File: src/rtl/mem_ctrl_arbiter_if.sv
// Bundle of the fetch, MEM-stage and byte-wide RAM signals of mem_ctrl_arbiter.
// The slave modport is the arbiter's view; the master modport is the client and RAM view.
interface mem_ctrl_arbiter_if #(
  parameter int ADDR_W = 32,
  parameter int DATA_W = 32
);
  logic              if_req;
  logic [ADDR_W-1:0] if_addr;
  logic              flush_in;
  logic              if_done;
  logic [DATA_W-1:0] if_data;
  logic              mem_read_req;
  logic              mem_write_req;
  logic [ADDR_W-1:0] mem_addr_in;
  logic [DATA_W-1:0] mem_wdata_in;
  logic [2:0]        mem_len_in;
  logic              mem_done;
  logic [DATA_W-1:0] mem_rdata_out;
  logic [1:0]        busy_state;
  logic [7:0]        ram_din;
  logic [7:0]        ram_dout;
  logic [ADDR_W-1:0] ram_a;
  logic              ram_wr;
  logic              io_buffer_full;

  modport slave (
    input  if_req, if_addr, flush_in, mem_read_req, mem_write_req, mem_addr_in,
    input  mem_wdata_in, mem_len_in, ram_din, io_buffer_full,
    output if_done, if_data, mem_done, mem_rdata_out, busy_state, ram_dout, ram_a, ram_wr
  );

  modport master (
    output if_req, if_addr, flush_in, mem_read_req, mem_write_req, mem_addr_in,
    output mem_wdata_in, mem_len_in, ram_din, io_buffer_full,
    input  if_done, if_data, mem_done, mem_rdata_out, busy_state, ram_dout, ram_a, ram_wr
  );
endinterface

File: src/rtl/mem_ctrl_arbiter.sv
// Arbitrates one byte-wide RAM port between instruction fetch and the MEM stage.
// Optional MEMCTRL_IO_STALL_EN adds an IO_WAIT state that stalls IO-space stores while the IO buffer is full.
module mem_ctrl_arbiter #(
  parameter int ADDR_W = 32,
  parameter int DATA_W = 32
) (
  input logic               clk_in,
  input logic               rst_in,
  mem_ctrl_arbiter_if.slave bus
);

`ifdef MEMCTRL_IO_STALL_EN
  typedef enum logic [2:0] {IDLE = 3'd0, IF_RD = 3'd1, MEM_RD = 3'd2, MEM_WR = 3'd3, IO_WAIT = 3'd4} state_t;
`else
  typedef enum logic [2:0] {IDLE = 3'd0, IF_RD = 3'd1, MEM_RD = 3'd2, MEM_WR = 3'd3} state_t;
`endif

  state_t            state_r;
  logic [2:0]        cnt_r;
  logic [2:0]        len_r;
  logic [ADDR_W-1:0] base_r;
  logic [DATA_W-1:0] wdata_r;
  logic [DATA_W-1:0] buf_r;

  logic              len_ok_s;
  logic              take_wr_s;
  logic              take_rd_s;
  logic              take_if_s;
  logic [2:0]        cnt_inc_s;
  logic [1:0]        idx_s;
  logic [ADDR_W-1:0] next_addr_s;
  logic [DATA_W-1:0] merged_s;
  logic [7:0]        next_byte_s;
`ifdef MEMCTRL_IO_STALL_EN
  logic [ADDR_W-1:0] cur_addr_s;
  logic [7:0]        cur_byte_s;
  logic              stall_first_s;
  logic              stall_next_s;
`endif

  // Request decode and byte-lane helpers; merged_s folds the byte arriving this cycle into the word.
  always_comb begin
    len_ok_s    = (bus.mem_len_in == 3'd1) || (bus.mem_len_in == 3'd2) || (bus.mem_len_in == 3'd4);
    take_wr_s   = bus.mem_write_req && len_ok_s;
    take_rd_s   = !take_wr_s && bus.mem_read_req && len_ok_s;
    take_if_s   = !take_wr_s && !take_rd_s && bus.if_req && !bus.flush_in;
    cnt_inc_s   = cnt_r + 3'd1;
    idx_s       = cnt_r[1:0] - 2'd1;
    next_addr_s = base_r + ADDR_W'(cnt_inc_s);
    merged_s    = buf_r | ({{(DATA_W-8){1'b0}}, bus.ram_din} << {idx_s, 3'b000});
    next_byte_s = 8'(wdata_r >> {cnt_inc_s[1:0], 3'b000});
`ifdef MEMCTRL_IO_STALL_EN
    cur_addr_s    = base_r + ADDR_W'(cnt_r);
    cur_byte_s    = 8'(wdata_r >> {cnt_r[1:0], 3'b000});
    stall_first_s = bus.io_buffer_full && (bus.mem_addr_in[17:16] == 2'b11);
    stall_next_s  = bus.io_buffer_full && (next_addr_s[17:16] == 2'b11);
`endif
  end

  // Single FSM: every output is a register updated alongside the state.
  always_ff @(posedge clk_in) begin
    if (rst_in) begin
      state_r           <= IDLE;
      cnt_r             <= 3'd0;
      len_r             <= 3'd0;
      base_r            <= '0;
      wdata_r           <= '0;
      buf_r             <= '0;
      bus.if_done       <= 1'b0;
      bus.if_data       <= '0;
      bus.mem_done      <= 1'b0;
      bus.mem_rdata_out <= '0;
      bus.busy_state    <= 2'b00;
      bus.ram_a         <= '0;
      bus.ram_dout      <= 8'h00;
      bus.ram_wr        <= 1'b0;
    end else begin
      bus.if_done  <= 1'b0;
      bus.mem_done <= 1'b0;
      case (state_r)
        IDLE: begin
          if (take_wr_s) begin
            state_r        <= MEM_WR;
            bus.busy_state <= 2'b10;
            cnt_r          <= 3'd0;
            len_r          <= bus.mem_len_in;
            base_r         <= bus.mem_addr_in;
            wdata_r        <= bus.mem_wdata_in;
`ifdef MEMCTRL_IO_STALL_EN
            if (stall_first_s) begin
              state_r      <= IO_WAIT;
              bus.ram_a    <= '0;
              bus.ram_dout <= 8'h00;
              bus.ram_wr   <= 1'b0;
            end else begin
              bus.ram_a    <= bus.mem_addr_in;
              bus.ram_dout <= bus.mem_wdata_in[7:0];
              bus.ram_wr   <= 1'b1;
            end
`else
            bus.ram_a    <= bus.mem_addr_in;
            bus.ram_dout <= bus.mem_wdata_in[7:0];
            bus.ram_wr   <= 1'b1;
`endif
          end else if (take_rd_s) begin
            state_r        <= MEM_RD;
            bus.busy_state <= 2'b10;
            cnt_r          <= 3'd0;
            len_r          <= bus.mem_len_in;
            base_r         <= bus.mem_addr_in;
            buf_r          <= '0;
            bus.ram_a      <= bus.mem_addr_in;
            bus.ram_dout   <= 8'h00;
            bus.ram_wr     <= 1'b0;
          end else if (take_if_s) begin
            state_r        <= IF_RD;
            bus.busy_state <= 2'b01;
            cnt_r          <= 3'd0;
            len_r          <= 3'd4;
            base_r         <= bus.if_addr;
            buf_r          <= '0;
            bus.ram_a      <= bus.if_addr;
            bus.ram_dout   <= 8'h00;
            bus.ram_wr     <= 1'b0;
          end else begin
            bus.busy_state <= 2'b00;
            bus.ram_a      <= '0;
            bus.ram_dout   <= 8'h00;
            bus.ram_wr     <= 1'b0;
          end
        end
        IF_RD, MEM_RD: begin
          bus.ram_dout <= 8'h00;
          bus.ram_wr   <= 1'b0;
          if ((state_r == IF_RD) && bus.flush_in) begin
            state_r        <= IDLE;
            bus.busy_state <= 2'b00;
            bus.ram_a      <= '0;
          end else begin
            if (cnt_r != 3'd0) begin
              buf_r <= merged_s;
            end else begin
              buf_r <= buf_r;
            end
            // cnt_r == len_r is the cycle the last byte arrives on ram_din.
            if (cnt_r == len_r) begin
              if (state_r == IF_RD) begin
                bus.if_done <= 1'b1;
                bus.if_data <= merged_s;
              end else begin
                bus.mem_done      <= 1'b1;
                bus.mem_rdata_out <= merged_s;
              end
              state_r        <= IDLE;
              bus.busy_state <= 2'b00;
              bus.ram_a      <= '0;
            end else begin
              cnt_r     <= cnt_inc_s;
              bus.ram_a <= (cnt_inc_s < len_r) ? next_addr_s : '0;
            end
          end
        end
        MEM_WR: begin
          if (cnt_inc_s == len_r) begin
            bus.mem_done   <= 1'b1;
            state_r        <= IDLE;
            bus.busy_state <= 2'b00;
            bus.ram_a      <= '0;
            bus.ram_dout   <= 8'h00;
            bus.ram_wr     <= 1'b0;
          end else begin
            cnt_r <= cnt_inc_s;
`ifdef MEMCTRL_IO_STALL_EN
            if (stall_next_s) begin
              state_r      <= IO_WAIT;
              bus.ram_a    <= '0;
              bus.ram_dout <= 8'h00;
              bus.ram_wr   <= 1'b0;
            end else begin
              bus.ram_a    <= next_addr_s;
              bus.ram_dout <= next_byte_s;
              bus.ram_wr   <= 1'b1;
            end
`else
            bus.ram_a    <= next_addr_s;
            bus.ram_dout <= next_byte_s;
            bus.ram_wr   <= 1'b1;
`endif
          end
        end
`ifdef MEMCTRL_IO_STALL_EN
        IO_WAIT: begin
          if (!bus.io_buffer_full) begin
            state_r      <= MEM_WR;
            bus.ram_a    <= cur_addr_s;
            bus.ram_dout <= cur_byte_s;
            bus.ram_wr   <= 1'b1;
          end else begin
            bus.ram_a    <= '0;
            bus.ram_dout <= 8'h00;
            bus.ram_wr   <= 1'b0;
          end
        end
`endif
        default: begin
          state_r        <= IDLE;
          bus.busy_state <= 2'b00;
          bus.ram_a      <= '0;
          bus.ram_dout   <= 8'h00;
          bus.ram_wr     <= 1'b0;
        end
      endcase
    end
  end

endmodule

File: src/flat_wrapper.sv
// flat-port wrapper written by rule: the top's interface ports become plain ports
module mem_ctrl_arbiter_flat 
#(
  parameter int ADDR_W = 32,
  parameter int DATA_W = 32
)
  (clk_in, rst_in, bus_if_req, bus_if_addr, bus_flush_in, bus_mem_read_req, bus_mem_write_req, bus_mem_addr_in, bus_mem_wdata_in, bus_mem_len_in, bus_ram_din, bus_io_buffer_full, bus_if_done, bus_if_data, bus_mem_done, bus_mem_rdata_out, bus_busy_state, bus_ram_dout, bus_ram_a, bus_ram_wr);
  mem_ctrl_arbiter_if #(.ADDR_W(ADDR_W), .DATA_W(DATA_W)) bus_i ();
  input logic clk_in;
  input logic rst_in;
  input wire logic [$bits(bus_i.if_req)-1:0] bus_if_req;
  input wire logic [$bits(bus_i.if_addr)-1:0] bus_if_addr;
  input wire logic [$bits(bus_i.flush_in)-1:0] bus_flush_in;
  input wire logic [$bits(bus_i.mem_read_req)-1:0] bus_mem_read_req;
  input wire logic [$bits(bus_i.mem_write_req)-1:0] bus_mem_write_req;
  input wire logic [$bits(bus_i.mem_addr_in)-1:0] bus_mem_addr_in;
  input wire logic [$bits(bus_i.mem_wdata_in)-1:0] bus_mem_wdata_in;
  input wire logic [$bits(bus_i.mem_len_in)-1:0] bus_mem_len_in;
  input wire logic [$bits(bus_i.ram_din)-1:0] bus_ram_din;
  input wire logic [$bits(bus_i.io_buffer_full)-1:0] bus_io_buffer_full;
  output wire logic [$bits(bus_i.if_done)-1:0] bus_if_done;
  output wire logic [$bits(bus_i.if_data)-1:0] bus_if_data;
  output wire logic [$bits(bus_i.mem_done)-1:0] bus_mem_done;
  output wire logic [$bits(bus_i.mem_rdata_out)-1:0] bus_mem_rdata_out;
  output wire logic [$bits(bus_i.busy_state)-1:0] bus_busy_state;
  output wire logic [$bits(bus_i.ram_dout)-1:0] bus_ram_dout;
  output wire logic [$bits(bus_i.ram_a)-1:0] bus_ram_a;
  output wire logic [$bits(bus_i.ram_wr)-1:0] bus_ram_wr;
  assign bus_i.if_req = bus_if_req;
  assign bus_i.if_addr = bus_if_addr;
  assign bus_i.flush_in = bus_flush_in;
  assign bus_i.mem_read_req = bus_mem_read_req;
  assign bus_i.mem_write_req = bus_mem_write_req;
  assign bus_i.mem_addr_in = bus_mem_addr_in;
  assign bus_i.mem_wdata_in = bus_mem_wdata_in;
  assign bus_i.mem_len_in = bus_mem_len_in;
  assign bus_i.ram_din = bus_ram_din;
  assign bus_i.io_buffer_full = bus_io_buffer_full;
  assign bus_if_done = bus_i.if_done;
  assign bus_if_data = bus_i.if_data;
  assign bus_mem_done = bus_i.mem_done;
  assign bus_mem_rdata_out = bus_i.mem_rdata_out;
  assign bus_busy_state = bus_i.busy_state;
  assign bus_ram_dout = bus_i.ram_dout;
  assign bus_ram_a = bus_i.ram_a;
  assign bus_ram_wr = bus_i.ram_wr;
  mem_ctrl_arbiter #(.ADDR_W(ADDR_W), .DATA_W(DATA_W)) u_core (.clk_in(clk_in), .rst_in(rst_in), .bus(bus_i));
endmodule
File: config.mk
export PLATFORM = sky130hd
export DESIGN_NAME = mem_ctrl_arbiter_flat
export DESIGN_NICKNAME = d
export VERILOG_FILES = /design/src/rtl/mem_ctrl_arbiter_if.sv /design/src/rtl/mem_ctrl_arbiter.sv /design/src/flat_wrapper.sv
export SDC_FILE = /design/constraint.sdc
export NUM_CORES = 1
export LEC_CHECK = 0
export ABC_CLOCK_PERIOD_IN_PS = 5620
export BUFFER_PORTS_ARGS = -buffer_cell sky130_fd_sc_hd__buf_2
export CORE_MARGIN = 10
export CORE_UTILIZATION = 40
export DETAILED_ROUTE_END_ITERATION = 7
export RECOVER_POWER = 50
export SKIP_CTS_REPAIR_TIMING = 1
export SLEW_MARGIN = 0
export SYNTH_ARGS = -nofsm -noshare
export SYNTH_HDL_FRONTEND = slang
export SYNTH_SLANG_ARGS = --single-unit
export TNS_END_PERCENT = 20
File: constraint.sdc
create_clock -name clk_in -period 5.62 [get_ports clk_in]
set_input_delay 0.843 -clock clk_in [delete_from_list [all_inputs] [get_ports clk_in]]
set_output_delay 0.843 -clock clk_in [all_outputs]
set_load 0.005 [all_outputs]
==> results of run 1 <==
registers in the layout (all words and copies together) (netlist names), 3 cells and up:
| name | count |
|---|---|
| u_core.base_r | 32 |
| u_core.len_r | 3 |
| u_core.buf_r | 32 |
| u_core.bus.if_data | 32 |
| u_core.wdata_r | 32 |
| u_core.cnt_r | 3 |
| u_core.bus.ram_a | 32 |
| u_core.bus.ram_dout | 8 |
| u_core.bus.mem_rdata_out | 32 |
worst min-delay path by stage:
stage	start	cells after the start	endpoint
after detailed placement	u_core.wdata_r[5]$_SDFFE_PP0P_	2	u_core.wdata_r[5]$_SDFFE_PP0P_
after CTS	u_core.wdata_r[3]$_SDFFE_PP0P_	2	u_core.wdata_r[3]$_SDFFE_PP0P_
after global routing	u_core.wdata_r[16]$_SDFFE_PP0P_	2	u_core.wdata_r[16]$_SDFFE_PP0P_
after floorplan	u_core.wdata_r[0]$_SDFFE_PP0P_	2	u_core.wdata_r[0]$_SDFFE_PP0P_
after global placement	u_core.wdata_r[1]$_SDFFE_PP0P_	2	u_core.wdata_r[1]$_SDFFE_PP0P_
final	u_core.wdata_r[3]$_SDFFE_PP0P_	2	u_core.wdata_r[3]$_SDFFE_PP0P_
power by group through the flow:
| stage | registers [µW] | logic (µW) | clock network, µW |
|---|---|---|---|
| final | 2020 | 1640 | 1550 |
| after global routing | 2060 | 1850 | 1630 |
| after CTS | 2020 | 1680 | 1580 |
| after detailed placement | 2040 | 1670 | 0 |
| after global placement | 2040 | 1660 | 0 |
| after floorplan | 2010 | 1150 | 0 |
cell usage after synthesis, drive strengths merged, types with 2 or more instances:
library cell,n,share of area
a211oi,76,0.065
a21boi,15,0.013
a21o,6,0.0050
a21oi,103,0.058
a221oi,4,0.0046
a311oi,15,0.015
a32oi,3,0.0029
a41oi,32,0.031
and2,6,0.0044
and3,4,0.0028
and4,2,0.0019
and4b,2,0.0022
buf,35,0.022
clkbuf,40,0.017
dfxtp,213,0.47
ha,12,0.017
inv,13,0.0054
mux2,9,0.011
mux2i,6,0.0067
mux4,8,0.020
nand2,153,0.064
nand2b,3,0.0021
nand3,17,0.0094
nand4,13,0.010
nor2,129,0.054
nor2b,11,0.0076
nor3,5,0.0033
nor4,3,0.0037
nor4b,2,0.0019
o21ai,8,0.0053
o221ai,2,0.0033
o22ai,21,0.015
o311ai,2,0.0019
o31ai,3,0.0025
xnor2,5,0.0049
xor2,26,0.026
kinds of logic (layout without fill, tap and decap cells):
family / Yosys count / count (layout) / share of synthesized area
multiplexers: 23 / 23 / 0.0379
AND/OR/NAND/NOR: 353 / 353 / 0.170
flip-flops: 213 / 213 / 0.473
other: 0 / 2 / 0
XOR/XNOR: 31 / 31 / 0.0310
adder cells (fa/ha/maj): 13 / 13 / 0.0189
buffers and inverters: 89 / 287 / 0.0446
AO/OA/AOI/OAI: 293 / 293 / 0.224
final cells by class:
type | instances | area share
Multi-Input combinational cell | 713 | 0.400
Clock buffer | 37 | 0.0671
Antenna cell | 2 | 0.000461
Clock inverter | 4 | 0.00473
Timing Repair Buffer | 232 | 0.0970
Inverter | 14 | 0.00485
Tap cell | 280 | 0.0323
Sequential cell | 213 | 0.393
stage by stage:
stage	total power [µW]	instance area, µm²	hold slack, ns
5_1_grt	5540	10800	0.474
4_1_cts	5270	11000	0.456
6_report	5200	10800	0.452
3_5_place_dp	3720	10200	0.447
3_3_place_gp	3690	10200	0.439
2_1_floorplan	3160	9010	0.433
metal layers:
layer / share of wire / track usage
met3: 0.075 / 0.0491
met2: 0.46 / 0.288
met4: 0.029 / 0.0557
met1: 0.44 / 0.237
met5: 0.00058 / 0
tightest hold or removal path: stages, from the launching register on:
cell and delay, ns:
dfxtp_1 0.31, nand2_1 0.05, a21oi_1 0.05
==> results.json, run 1 <==
{
  "status": "complete, but fails checks",
  "violations": "capacitance limit, slew limit",
  "cts_root_buf": "clkbuf_16",
  "worst_pin_slew_ns": 2.74,
  "seq_power_share": 0.389,
  "drv_cap": 4,
  "slew_violations": 185,
  "final_net_count": 1324,
  "ant_nets": 0,
  "crit_path_cell_trace": "clkbuf_1 > o21ai_1 > o221a_2 > clkbuf_1 > o21ai_0 > a32oi_1 > nor2_1",
  "tritoncts": "done",
  "gp_routability_congestion": 0.807,
  "worstPathRequired_ns": 6.00,
  "arrival_ns": 4.68,
  "crit_slowest_cell": "clkbuf_1",
  "fillers": 2187,
  "multiInputGateArea_um2": 4340,
  "port_buffers": 221,
  "synthToLayoutAreaGrowth_pct": 20.4,
  "yosysWarnings": 0,
  "cts_sinks": 213,
  "utilization": 0.494,
  "layout_commonest_cell": "dfxtp_1",
  "rrSetupSlack_ns": 1.48,
  "skew_ns": 0.0136,
  "cts_buffers": 23,
  "synth_cells": 1015,
  "async_reset_ff_frac": 0,
  "die_h_um": 170,
  "net-switching-power_uw": 1880,
  "initialDrtViolationCount": 703,
  "path_clk_slew_ns": 0.06,
  "crit_path_max_incr_delay_ns": 1.47,
  "crit_start": "bus_mem_len_in[0]",
  "clockBufferDepth": 3,
  "clk_latency_ns": 0.52,
  "endpoint": "u_core.len_r[1]$_SDFFE_PP0P_",
  "grt_use_total": 0.182,
  "dpl_worst_slack_ns": 2.04,
  "core-area_um2": 22000,
  "die_area_um2": 28900,
  "grt_first_pass_wirelength_um": 43500,
  "p_comb_frac": 0.314,
  "finalSetupViolCount": 0,
  "grt_max_degree": 66,
  "crit_buf_inv": 2,
  "peakVddDrop_v": 0.000262,
  "vias_per_cell": 5.43,
  "hpwlAfterDp_um": 19200,
  "drt-total-wl_um": 27400,
  "synth_edf_count": 0,
  "ys_ff_latch": 213,
  "hp-class": "reg2reg",
  "max_slew_margin": -0.827,
  "post-place-cells": 1452,
  "grt_pass1_vias": 8034,
  "worst_slack_ns": 1.32,
  "detail_route.wl_per_cell_um": 18.3,
  "synth-seq-area-share": 0.473,
  "antenna_found_initial": 4,
  "rr_startpoint": "u_core.cnt_r[0]$_SDFFE_PP0P_",
  "leakagePower_uw": 0.00399,
  "drive_above_1_share": 0.162,
  "syn_avg_cell_area_um2": 8.88,
  "cp.depth": 7,
  "rsz0062_at_grt": "no",
  "rr_worst_depth": 6,
  "seqCellArea_um2": 4260,
  "synth_area_um2": 9010,
  "placementRows": 54,
  "critPathKind": "in2reg",
  "firstDrtPassIters": 5,
  "r2r-end": "u_core.bus.if_data[11]$_SDFFE_PP0P_",
  "die_w_um": 170,
  "htreeDepth": 1,
  "synth_nets": 1142,
  "vias": 8114,
  "fin_crit_ns": 4.30,
  "fmax_mhz": 233,
  "swShare": 0.361,
  "period_share": 0.765,
  "clockPowerShare": 0.297,
  "instances_no_fill": 1495,
  "drc": 0,
  "p_int_uw": 3320,
  "cp-start-kind": "primary input",
  "ys.flop_type": "dfxtp_1",
  "gr-total-overflow": 0,
  "fin_tns_setup_ns": 0,
  "worstPathMaxFanout": 37,
  "layout_common_cells": "dfxtp_1, nand2_1, nor2_1, buf_2, clkbuf_1",
  "power_density_nw_per_um2": 480,
  "crit_top_cell": "clkbuf_1",
  "io_pins": 223,
  "hold_viol_final": 0,
  "cpLargestDelayFamily": "compound AO/OA/AOI/OAI gates",
  "ys_types": 59,
  "initial_core_util": 0.410,
  "cp-end-kind": "flip-flop"
}
No activity file was read; power rests on OpenSTA's default activity.
==> run 2: changes to the inputs <==
--- a/config.mk
+++ b/config.mk
@@ -5,7 +5,8 @@
 export SDC_FILE = /design/constraint.sdc
 export NUM_CORES = 1
 export LEC_CHECK = 0
-export ABC_CLOCK_PERIOD_IN_PS = 5620
+export ABC_AREA = 1
+export ABC_CLOCK_PERIOD_IN_PS = 4000
 export BUFFER_PORTS_ARGS = -buffer_cell sky130_fd_sc_hd__buf_2
 export CORE_MARGIN = 10
 export CORE_UTILIZATION = 40
==> constraint.sdc (replaced) <==
create_clock -name clk_in -period 4 [get_ports clk_in]
set_input_delay 0.6 -clock clk_in [delete_from_list [all_inputs] [get_ports clk_in]]
set_output_delay 0.6 -clock clk_in [all_outputs]
set_load 0.005 [all_outputs]
==> results.json, run 2 <==
{
  "dpl-instance-area_um2": 11100,
  "hold_viol_final": 0,
  "worst_pin_slew_ns": 1.96,
  "clockBufferDepth": 3,
  "worst_slack_ns": 0.893,
  "layout_commonest_cell": "nand2_1",
  "synth_top_area_frac": 0.430,
  "grt_first_pass_wirelength_um": 49000,
  "grt_use_total": 0.188,
  "layout_common_cells": "nand2_1, a21oi_1, dfxtp_1, nand3_1, buf_2",
  "yosysMostFrequentCell": "nand2_1",
  "final_area_um2": 11800,
  "ant_nets": 0,
  "yosysWarnings": 0,
  "path_clk_slew_ns": 0.06,
  "die_h_um": 177,
  "cts_buffers": 24,
  "placementRows": 57,
  "synth_nets": 1571,
  "port_buffers": 221,
  "crit_slowest_cell": "clkinvlp_2",
  "tritoncts": "done",
  "gr-total-overflow": 0,
  "leakagePower_uw": 0.00481,
  "crit_path_max_incr_delay_ns": 1.17,
  "synth_top_cell_by_area": "dfxtp_1",
  "ys.flop_type": "dfxtp_1",
  "crit_buf_inv": 3,
  "htreeDepth": 1,
  "drv_cap": 1,
  "initial_core_util": 0.407,
  "rrSetupSlack_ns": 1.24,
  "synthToLayoutAreaGrowth_pct": 18.7,
  "hold_depth": 3,
  "skew_ns": 0.0294,
  "ys_ff_latch": 213,
  "worstPathRequired_ns": 4.36,
  "crit_start": "bus_mem_len_in[2]",
  "firstDrtPassIters": 5,
  "detail_route.wl_per_cell_um": 15.8,
  "synth_area_um2": 9920,
  "post-place-cells": 1916,
  "rsz0062_at_grt": "no",
  "max_slew_margin": -0.307,
  "holdPathEnd": "u_core.wdata_r[19]$_SDFFE_PP0P_",
  "critPathKind": "in2reg",
  "r2r-end": "u_core.bus.ram_a[24]$_SDFF_PP0_",
  "dpl_worst_slack_ns": 1.27,
  "cp-end-kind": "flip-flop",
  "rr_startpoint": "u_core.cnt_r[0]$_SDFFE_PP0P_",
  "synth_cells": 1444,
  "peakVddDrop_v": 0.000358,
  "drc": 0,
  "fin_tns_setup_ns": 0,
  "vias_per_cell": 5.01,
  "cts_sinks": 213,
  "crit_top_cell": "nand2_1",
  "slew_violations": 65,
  "crit_path_cell_trace": "buf_2 > inv_1 > nand3_1 > nand3_1 > o21ai_4 > clkinvlp_2 > nand2_1 > nand2_1 > nand2_1 > a21oi_1",
  "power_density_nw_per_um2": 706,
  "cts_root_buf": "clkbuf_16",
  "fin_crit_ns": 3.11,
  "io_pins": 223,
  "grt_pass1_vias": 9229,
  "yosys-top-cells-area": "dfxtp_1, nand2_1, a21oi_1, nand3_1, nor2_1",
  "worstPathMaxFanout": 38,
  "syn_avg_cell_area_um2": 6.87,
  "antenna_found_initial": 2,
  "core-area_um2": 24400,
  "rr_worst_depth": 12,
  "cpLargestDelayFamily": "buffers and inverters",
  "final_net_count": 1745,
  "synth_commonest_cells": "nand2_1, a21oi_1, dfxtp_1",
  "hpwlAfterDp_um": 21400,
  "async_reset_ff_frac": 0,
  "hp-start": "bus_mem_wdata_in[19]",
  "vias": 9828,
  "cp-start-kind": "primary input",
  "status": "complete, but fails checks",
  "die_w_um": 177,
  "fillers": 2553,
  "finalSetupViolCount": 0,
  "grt_max_degree": 67,
  "synth-seq-area-share": 0.430,
  "die_area_um2": 31500,
  "instances_no_fill": 1960,
  "finalPower_uw": 8310,
  "initialDrtViolationCount": 635,
  "drt-total-wl_um": 31000,
  "arrival_ns": 3.47,
  "synth_edf_count": 0,
  "period_share": 0.777,
  "ys_types": 37,
  "hp-class": "in2reg",
  "gp_routability_congestion": 0.887,
  "fmax_mhz": 322,
  "clk_latency_ns": 0.53,
  "drive_above_1_share": 0.119,
  "violations": "capacitance limit, slew limit"
}
## run 2: cell count changes after synthesis, moves of 32 or more
cell      delta
a211oi_1    -75
nand3_1    +107
a21oi_1    +123
nand2_1    +339
nor2_1      -33
o21ai_0     +39
a41oi_1     -32
inv_1       +59
## run 2: cells by family after synthesis
| family | share of synthesized area |
|---|---|
| flip-flops | 0.430 |
| AND/OR/NAND/NOR | 0.305 |
| adder cells (fa/ha/maj) | 0.0172 |
| buffers and inverters | 0.0735 |
| XOR/XNOR | 0.00353 |
| AO/OA/AOI/OAI | 0.171 |
## run 2: cell type report
cell class,instances,area (µm²),area share
Antenna cell,1,2.50,0.000213
Tap cell,324,405,0.0344
Clock buffer,36,706,0.0599
Clock inverter,7,121,0.0103
Multi-Input combinational cell,1069,4920,0.418
Inverter,77,290,0.0247
Sequential cell,213,4260,0.362
Timing Repair Buffer,233,1060,0.0903
## run 2: worst max-delay path by stage
stage | to | depth (start not counted) | slack, ns
floorplan | u_core.bus.ram_a[6]$_SDFF_PP0_ | 12 | 1.54
global placement | u_core.bus.ram_a[6]$_SDFF_PP0_ | 12 | 1.26
detailed placement | u_core.bus.ram_a[6]$_SDFF_PP0_ | 12 | 1.27
CTS | u_core.bus.ram_a[6]$_SDFF_PP0_ | 12 | 1.22
global route | u_core.base_r[27]$_SDFFE_PP0P_ | 10 | 0.51
finish | u_core.base_r[26]$_SDFFE_PP0P_ | 10 | 0.89
## run 2: metrics by stage
stage	util	hold slack [ns]
4_1_cts	0.489	0.287
3_5_place_dp	0.455	0.441
5_1_grt	0.483	0.311
2_1_floorplan	-	0.424
6_report	0.483	0.311
3_3_place_gp	0.455	0.436
## run 2: power breakdown
group          internal [µW]  total [µW]  switching (µW)
clock network           1410        2300             892
registers               2530        2760             227
logic                    991        3250            2260
## run 2: tightest hold or removal path: cells and delay by family
family	cells	cell delay (ns)
compound gates	1	0.05
simple gates	1	0.05
buf+inv	1	0.09
## run 2: per-layer routing
metal  up-vias  share of wire  GRT usage
li1       5068              -          -
met1      4451           0.45      0.242
met2       265           0.46      0.308
met3        42          0.075     0.0472
met4         2          0.018     0.0441
met5         -        0.00023          0
==> run 3: changes to the inputs <==
--- a/config.mk
+++ b/config.mk
@@ -6,7 +6,7 @@
 export NUM_CORES = 1
 export LEC_CHECK = 0
 export ABC_AREA = 1
-export ABC_CLOCK_PERIOD_IN_PS = 4000
+export ABC_CLOCK_PERIOD_IN_PS = 2950
 export BUFFER_PORTS_ARGS = -buffer_cell sky130_fd_sc_hd__buf_2
 export CORE_MARGIN = 10
 export CORE_UTILIZATION = 40
==> constraint.sdc (replaced) <==
create_clock -name clk_in -period 2.95 [get_ports clk_in]
set_input_delay 0.4425 -clock clk_in [delete_from_list [all_inputs] [get_ports clk_in]]
set_output_delay 0.4425 -clock clk_in [all_outputs]
set_load 0.005 [all_outputs]
==> results.json, run 3 (same netlist as run 2, synthesis figures left out) <==
{
  "status": "complete, no violations",
  "placementRows": 57,
  "grt_pass1_vias": 9488,
  "gr-total-overflow": 0,
  "holdPathEnd": "u_core.wdata_r[19]$_SDFFE_PP0P_",
  "critPathKind": "reg2reg",
  "hpwlAfterDp_um": 21700,
  "worst_slack_ns": 0.550,
  "cpLargestDelayFamily": "simple AND/OR/NAND/NOR gates",
  "layout_commonest_cell": "nand2_1",
  "worstPathMaxFanout": 22,
  "dpl_worst_slack_ns": 0.566,
  "crit_buf_inv": 3,
  "cp-end-kind": "flip-flop",
  "cts_buffers": 25,
  "period_share": 0.814,
  "worst_pin_slew_ns": 1.22,
  "leakagePower_uw": 0.00485,
  "io_pins": 223,
  "fmax_mhz": 417,
  "path_clk_slew_ns": 0.06,
  "slew_violations": 0,
  "vias": 9863,
  "synthToLayoutAreaGrowth_pct": 19.3,
  "die_w_um": 177,
  "drc": 0,
  "crit_slowest_cell": "fa_1",
  "rrSetupSlack_ns": 0.55,
  "max_slew_margin": 0.184,
  "cts_sinks": 213,
  "skew_ns": 0.0128,
  "firstDrtPassIters": 5,
  "hold_viol_final": 0,
  "initial_core_util": 0.407,
  "rr_startpoint": "u_core.cnt_r[0]$_SDFFE_PP0P_",
  "cts_root_buf": "clkbuf_16",
  "peakVddDrop_v": 0.000504,
  "arrival_ns": 2.79,
  "utilization": 0.485,
  "fin_crit_ns": 2.40,
  "worstPathRequired_ns": 3.34,
  "finalSetupViolCount": 0,
  "crit_path_max_incr_delay_ns": 0.44,
  "hp-start": "bus_mem_wdata_in[19]",
  "rr_worst_depth": 11,
  "clk_latency_ns": 0.52,
  "die_area_um2": 31500,
  "drt-total-wl_um": 30700,
  "hold_depth": 3,
  "clockBufferDepth": 3,
  "post-place-cells": 1922,
  "finalPower_uw": 11200,
  "grt_use_total": 0.187,
  "antenna_found_initial": 1,
  "r2r-end": "u_core.bus.ram_a[6]$_SDFF_PP0_",
  "drv_cap": 0,
  "initialDrtViolationCount": 775,
  "cp-start-kind": "flip-flop",
  "layout_common_cells": "nand2_1, a21oi_1, dfxtp_1, nand3_1, buf_2",
  "gp_routability_congestion": 0.886,
  "port_buffers": 221,
  "vias_per_cell": 5.01,
  "core-area_um2": 24400,
  "ant_nets": 0,
  "htreeDepth": 1,
  "crit_path_cell_trace": "inv_1 > buf_4 > ha_1 > fa_1 > nand2_1 > nand2_1 > nand4_1 > inv_1 > or2_2 > nand3_1 > a21oi_1",
  "n_antenna_cell": 0,
  "hp-class": "in2reg",
  "power_density_nw_per_um2": 950,
  "drive_above_1_share": 0.127,
  "grt_first_pass_wirelength_um": 48900,
  "die_h_um": 177,
  "fillers": 2622,
  "detail_route.wl_per_cell_um": 15.6,
  "fin_tns_setup_ns": 0,
  "instances_no_fill": 1968,
  "rsz0062_at_grt": "no",
  "tritoncts": "done",
  "grt_max_degree": 67,
  "final_net_count": 1752
}
[run 3: changes by cell type in the layout (fill, tap and decap cells not counted), sizes merged]
cell,before,now
buf,127,133
bufinv,3,2
clkbuf,142,137
clkinv,4,9
clkinvlp,1,2
diode,1,0
inv,76,79
[run 3: area by class of cell]
cell class              instances  area [µm²]  share of cell area
clock buffers                  31         668              0.0565
clock inverters                15         140              0.0118
inverters                      77         292              0.0246
multi-input cells            1069        4930               0.417
flip-flops and latches        213        4260               0.360
well taps                     324         405              0.0343
repair buffers                239        1130              0.0959
[run 3: report_power, final]
group,internal [µW],switching (µW)
registers,3430,314
logic,1430,3050
clock network,1790,1230
[run 3: how the worst max path moves through the flow]
stage	start	end	slack, ns	cells past startpoint
floorplan	u_core.cnt_r[0]$_SDFFE_PP0P_	u_core.bus.ram_a[6]$_SDFF_PP0_	0.49	12
CTS	u_core.cnt_r[0]$_SDFFE_PP0P_	u_core.bus.ram_a[6]$_SDFF_PP0_	0.55	11
global route	u_core.cnt_r[0]$_SDFFE_PP0P_	u_core.bus.ram_a[24]$_SDFF_PP0_	0.36	11
detailed placement	u_core.cnt_r[0]$_SDFFE_PP0P_	u_core.bus.ram_a[6]$_SDFF_PP0_	0.57	11
global placement	u_core.cnt_r[0]$_SDFFE_PP0P_	u_core.bus.ram_a[6]$_SDFF_PP0_	0.61	11
finish	u_core.cnt_r[0]$_SDFFE_PP0P_	u_core.bus.ram_a[6]$_SDFF_PP0_	0.55	11
[run 3: routing by layer]
metal,part of all wire,vias to the layer above,GRT usage
met5,0.00023,-,0
met3,0.077,49,0.0484
li1,-,5073,-
met4,0.018,2,0.0445
met2,0.46,289,0.311
met1,0.45,4450,0.238
[run 3: per-stage QoR]
step	instance area [µm²]	hold WS [ns]
6_report	11800	0.162
5_1_grt	11800	0.158
4_1_cts	12000	0.144
3_5_place_dp	11200	0.444
3_3_place_gp	11200	0.435
2_1_floorplan	9920	0.424
[run 3: tightest hold or removal path: stages]
cell     delay, ns
buf_2         0.09
nand2_1       0.05
a21oi_1       0.05
